File: config.mk
export PLATFORM = sky130hd
export DESIGN_NAME = serial_rx8
export DESIGN_NICKNAME = d
export VERILOG_FILES = /design/src/rtl/serial_rx8.sv
export SDC_FILE = /design/constraint.sdc
export NUM_CORES = 1
export LEC_CHECK = 0
export CAP_MARGIN = 40
export CORE_ASPECT_RATIO = 1.5
export CORE_MARGIN = 1
export CORE_UTILIZATION = 30
export CTS_CLUSTER_SIZE = 25
export DETAILED_ROUTE_END_ITERATION = 8
export GPL_TIMING_DRIVEN = 0
export PLACE_DENSITY = 0.48
export SLEW_MARGIN = 20
export SYNTH_ARGS = -nofsm -noshare
export SYNTH_HDL_FRONTEND = slang
export SYNTH_SLANG_ARGS = --single-unit
File: constraint.sdc
create_clock -name clk -period 2.15 [get_ports clk]
set_input_delay 0.43 -clock clk [delete_from_list [all_inputs] [get_ports clk]]
set_output_delay 0.43 -clock clk [all_outputs]
set_load 0.02 [all_outputs]
File: src/rtl/serial_rx8.sv
// LSB-first serial-to-byte receiver with a sync-marked frame start and a 2-entry output FIFO.
// Optional even-parity bit per frame when SERIAL_RX8_PARITY_EN is defined (adds PAR state and par_err).
module serial_rx8 (
  input  logic       clk,
  input  logic       rst_n,
  input  logic       sdata,
  input  logic       sen,
  input  logic       sync,
  input  logic       byte_ready,
  input  logic       ovr_clr,
  output logic [7:0] byte_out,
  output logic       byte_valid,
  output logic       overrun,
  output logic       frame_err,
`ifdef SERIAL_RX8_PARITY_EN
  output logic       par_err,
`endif
  output logic       busy
);

`ifdef SERIAL_RX8_PARITY_EN
  typedef enum logic [1:0] {IDLE, DATA, PAR} state_t;
`else
  typedef enum logic [1:0] {IDLE, DATA} state_t;
`endif

  state_t     r_state;
  logic [2:0] r_cnt;
  logic [7:0] r_shift;
  logic       r_frame_err;
`ifdef SERIAL_RX8_PARITY_EN
  logic       r_par_err;
  logic       w_par_ok;
`endif

  logic [7:0] r_e0, r_e1;
  logic [1:0] r_occ;
  logic       r_overrun;

  logic       w_push;
  logic [7:0] w_push_byte;
  logic       w_pop;
  logic       w_full;
  logic       w_resync;

  // A sync strobe outside IDLE abandons the frame in progress.
  assign w_resync = sen && sync && (r_state != IDLE);

`ifdef SERIAL_RX8_PARITY_EN
  assign w_par_ok    = ~(^r_shift ^ sdata);
  assign w_push      = (r_state == PAR) && sen && !sync && w_par_ok;
  assign w_push_byte = r_shift;
`else
  assign w_push      = (r_state == DATA) && sen && !sync && (r_cnt == 3'd7);
  assign w_push_byte = {sdata, r_shift[6:0]};
`endif

  assign byte_valid = (r_occ != 2'd0);
  assign w_full     = (r_occ == 2'd2);
  assign w_pop      = byte_valid && byte_ready;
  assign byte_out   = byte_valid ? r_e0 : 8'h00;
  assign overrun    = r_overrun;
  assign frame_err  = r_frame_err;
  assign busy       = (r_state != IDLE);
`ifdef SERIAL_RX8_PARITY_EN
  assign par_err    = r_par_err;
`endif

  always_ff @(posedge clk or negedge rst_n) begin
    if (!rst_n) begin
      r_state     <= IDLE;
      r_cnt       <= 3'd0;
      r_shift     <= 8'h00;
      r_frame_err <= 1'b0;
`ifdef SERIAL_RX8_PARITY_EN
      r_par_err   <= 1'b0;
`endif
    end else begin
      r_frame_err <= 1'b0;
`ifdef SERIAL_RX8_PARITY_EN
      r_par_err   <= 1'b0;
`endif
      if (sen) begin
        if ((r_state == IDLE && sync) || w_resync) begin
          r_shift     <= {7'h00, sdata};
          r_cnt       <= 3'd1;
          r_state     <= DATA;
          r_frame_err <= w_resync;
        end else begin
          case (r_state)
            DATA: begin
              r_shift[r_cnt] <= sdata;
              r_cnt          <= r_cnt + 3'd1;
              if (r_cnt == 3'd7) begin
`ifdef SERIAL_RX8_PARITY_EN
                r_state <= PAR;
`else
                r_state <= IDLE;
`endif
              end
            end
`ifdef SERIAL_RX8_PARITY_EN
            PAR: begin
              r_state   <= IDLE;
              r_par_err <= ~w_par_ok;
            end
`endif
            default: r_state <= IDLE;
          endcase
        end
      end
    end
  end

  // Head is always r_e0; a pop shifts r_e1 forward.
  always_ff @(posedge clk or negedge rst_n) begin
    if (!rst_n) begin
      r_e0  <= 8'h00;
      r_e1  <= 8'h00;
      r_occ <= 2'd0;
    end else begin
      case ({w_push, w_pop})
        2'b11: begin
          if (r_occ == 2'd1) begin
            r_e0 <= w_push_byte;
          end else begin
            r_e0 <= r_e1;
            r_e1 <= w_push_byte;
          end
        end
        2'b10: begin
          if (r_occ == 2'd0) begin
            r_e0  <= w_push_byte;
            r_occ <= 2'd1;
          end else if (r_occ == 2'd1) begin
            r_e1  <= w_push_byte;
            r_occ <= 2'd2;
          end
        end
        2'b01: begin
          r_e0  <= r_e1;
          r_occ <= r_occ - 2'd1;
        end
        default: ;
      endcase
    end
  end

  always_ff @(posedge clk or negedge rst_n) begin
    if (!rst_n)
      r_overrun <= 1'b0;
    else if (w_push && w_full && !w_pop)
      r_overrun <= 1'b1;
    else if (ovr_clr)
      r_overrun <= 1'b0;
  end

endmodule

==> results.md, run 1 <==
* Outcome: finished clean
* Die Span X at 63.9 um
* HPWL after detailed placement at 2.76 mm
* Critical path start-end classification: flop to flop
* Pwr Density at 968 nW/um^2
* Top cells by area, synth: sky130_fd_sc_hd__dfrtp_1 (45%), sky130_fd_sc_hd__mux2_2 (11%), sky130_fd_sc_hd__ha_1 (5.8%)
* Final layout net count at a little over 200
* Number of antenna violations at the first check in global routing at 0
* Depth of the most critical reg-to-reg path at 8
* Post-synth top area share at between 40% and 50%
* VDD IR-drop max at approximately 0.00042 V
* Standard-cell row count at 33
* Buffers on Ports at 17
* Number of distinct library cells after synthesis at 36
* Register-to-register setup slack at between 0.01 and 0.015 ns
* Ant diodes at 0
* Maximum number of buffers from clock root to sink at 2
* Clock tree from TritonCTS: built
* Cell at the root of the clock tree: sky130_fd_sc_hd__clkbuf_8
* Insertion delay to the later sink of the worst-skew pair at a little under 0.3 ns
* Transition at the pin with the smallest max-transition slack at 0.709 ns
* Req. time, crit path at between 2 and 2.5 ns
* Most numerous cell in the Yosys netlist: sky130_fd_sc_hd__dfrtp_1
* MaxCap Viol Count at 0
* Max_slew headroom at between 50% and 60%
* Slowest CP cell: sky130_fd_sc_hd__dfrtp_1
* Biggest area consumer among synthesized cells: sky130_fd_sc_hd__dfrtp_1
* Final setup vio count at 0
* Post-synthesis instance area at 1730 sq um
* Core area at approximately 5500 sq um
* Number of CTS-inserted buffers at 5
* Initial core utilization at 31.4%
* Global route total overflow at 0
* Hold Crit Class: primary input to async pin
* Reported leakage power at 1.04 nW
* Count of flip-flops with a built-in enable after synthesis at 0
* Maximum number of pins on one net before global-route repair at 32
* Worst r2r src: r_cnt[0]
* Chain of cells forming the critical path: ha_4, ha_4, nand4b_4, ha_4, or2_0, buf_4, a32o_2, mux2_4
* Clock transition at the registers of the reported paths at 0.07 ns
* Routed via count at 1,301
* Synthesized flop and latch total at 31
* Post-CTS Hold Fix Bufs at 0
* Top post-synthesis cells by count: sky130_fd_sc_hd__dfrtp_1 (31), sky130_fd_sc_hd__mux2_2 (17), sky130_fd_sc_hd__inv_1 (11)
* Post-route setup TNS at 0 ns
* Area growth syn-to-layout at 30.7%
* Crit. End Element: flop
* # H-tree levels at 2
* Detail Route Antenna Nets at 0
* Worst-case setup margin in the final layout at around 0.013 ns
* Mean instance size in the synthesized netlist at 11.2 sq um
* Power after layout at between 2 and 2.5 mW
* Mean number of vias per cell at 5.02
* Sequential-to-total area share from yosys stat at around 45%
* Dominant synthesized flop cell: sky130_fd_sc_hd__dfrtp_1
* Minimum clock period after layout at ~2.1 ns
* CP startpoint kind: flop
* Average wire per standard cell at 15.6 um
* Final period util at between 90% and 100%
* Share of post-route cells with drive strength above 1 at about a third
* DRT Pass-1 Iters at 4
* Endpoint of the most critical register-to-register path: r_e0[4]
* Post-synth net total at ~170
* GP Congestion at between 0.7 and 0.8
* Worst path max stage delay at roughly 0.40 ns
* RSZ-0062 raised after global routing: yes
* Most prevalent standard cell on the critical path: sky130_fd_sc_hd__ha_4
* Peak fanout along the critical path at 6
* Vias in the first global route at ~1.4k
* Area enclosed by the die boundary at 6070 sq um
* DRC violations left at 0
* Wire length after detailed routing at ~4.0 mm
* Critical path arrival at ~2.3 ns
* Post-place setup slack at -0.621 ns
* Die Y-Extent at approximately 95 um
* 1st-iter DRT viols at 34
* Synthesis Warnings at 0
* Top achievable clock speed at between 0.4 and 0.5 GHz
* GR Util All Layers at roughly 15%
* Worst setup skew after layout at approximately 0.0041 ns
* Share of flip-flops with an asynchronous set or reset after synthesis at between 90% and 100%
* Sink count of the clock tree at 31
* Io pins at 19
* Final hold viol count at 0
* Max-slew violation total from the final report at 0
* First-pass GRT wire length at 6.74 mm
* Cells after synthesis at between 150 and 200
-- worst max-delay path by stage --
stage          startpoint      end  cells past startpoint
6_report         r_cnt[0]  r_e0[4]                      8
5_1_grt          r_cnt[0]  r_e0[4]                      8
4_1_cts          r_cnt[1]  r_e0[4]                      9
3_5_place_dp          sen  r_e1[2]                      8
3_3_place_gp          sen  r_e1[5]                      8
2_1_floorplan    r_cnt[1]  r_e1[0]                      9
-- registers in the layout (all words and copies together) (netlist names) --
register and count:
r_occ 2, r_e1 8, r_shift 7, overrun 1, r_cnt 3, r_e0 8, r_state 1, frame_err 1
-- per-layer routing --
metal / GRT usage, % / vias to the layer above / part of all wire [%]
met5: 0 / - / 0
met4: 6.82 / 0 / 1.7
met3: 3.74 / 5 / 2.5
met2: 28.2 / 18 / 57
met1: 15.4 / 648 / 39
li1: - / 630 / -
-- critical path: cells and delay by family (launching register included) --
kind,cells,cell delay (ns)
AND/OR/NAND/NOR,2,0.35
flip-flops,1,0.40
buffers and inverters,1,0.16
AO/OA/AOI/OAI,1,0.26
multiplexers,1,0.25
adder cells (fa/ha/maj),3,0.60
-- stage by stage --
stage | instance area, sq um | hold slack (ns) | util, % | std cells
after floorplan | 1750 | 0.134 | - | 154
after global placement | 2010 | 0.485 | 36.6 | 241
after detailed placement | 2010 | 0.489 | 36.5 | 241
after CTS | 2210 | 0.222 | 40.2 | 257
after global routing | 2260 | 0.242 | 41.1 | 259
final | 2260 | 0.189 | 41.1 | 259
-- repair_timing --
item	4_1_cts	5_1_grt
setup endpoints to repair	25	24
pin swaps	2	3
gates resized for setup	20	15
endpoints found under the hold margin	0	0
buffers inserted	8	3
-- final cells by class --
type	instances	area (sq um)
fill	547	3230
timing repair buffer	28	255
sequential	31	778
clock buffer	7	76.3
tap	70	87.6
multi-input combinational	104	976
inverter	11	41.3
clock inverter	1	5.00
buffer	7	37.5
-- placed cells by master (no fill, tap or decap), types with 6 or more instances in the layout --
master	count
sky130_fd_sc_hd__buf_4	12
sky130_fd_sc_hd__dlygate4sd2_1	6
sky130_fd_sc_hd__inv_1	8
sky130_fd_sc_hd__mux2i_1	9
sky130_fd_sc_hd__dfrtp_1	29
sky130_fd_sc_hd__mux2_4	6
sky130_fd_sc_hd__o21ai_0	7
sky130_fd_sc_hd__clkdlybuf4s50_1	6
sky130_fd_sc_hd__nand2_1	9
sky130_fd_sc_hd__nor2b_1	9
sky130_fd_sc_hd__mux2_2	12
-- where the power goes --
| group | internal (mW) | switching (mW) | leakage, nW | total, mW |
|---|---|---|---|---|
| combinational | 0.458 | 0.482 | 0.593 | 0.940 |
| clock | 0.227 | 0.222 | 0.0422 | 0.449 |
| sequential | 0.701 | 0.0941 | 0.407 | 0.795 |
| total | 1.39 | 0.798 | 1.04 | 2.18 |
-- cell families after synthesis --
logic type	Yosys count	synth area share (%)
simple gates	40	14.3
compound gates	29	13.0
mux	27	17.2
fa+ha+maj	8	5.80
buf+inv	19	4.78
flops	31	44.9
Note: power is estimated with default switching activity, not from simulation.
==> run 2: changes to the inputs <==
Settings changed: GPL_ROUTABILITY_DRIVEN set to 0.
==> results of run 2 <==
Same layout as run 1: the final DEF is identical, and so are final timing and power.
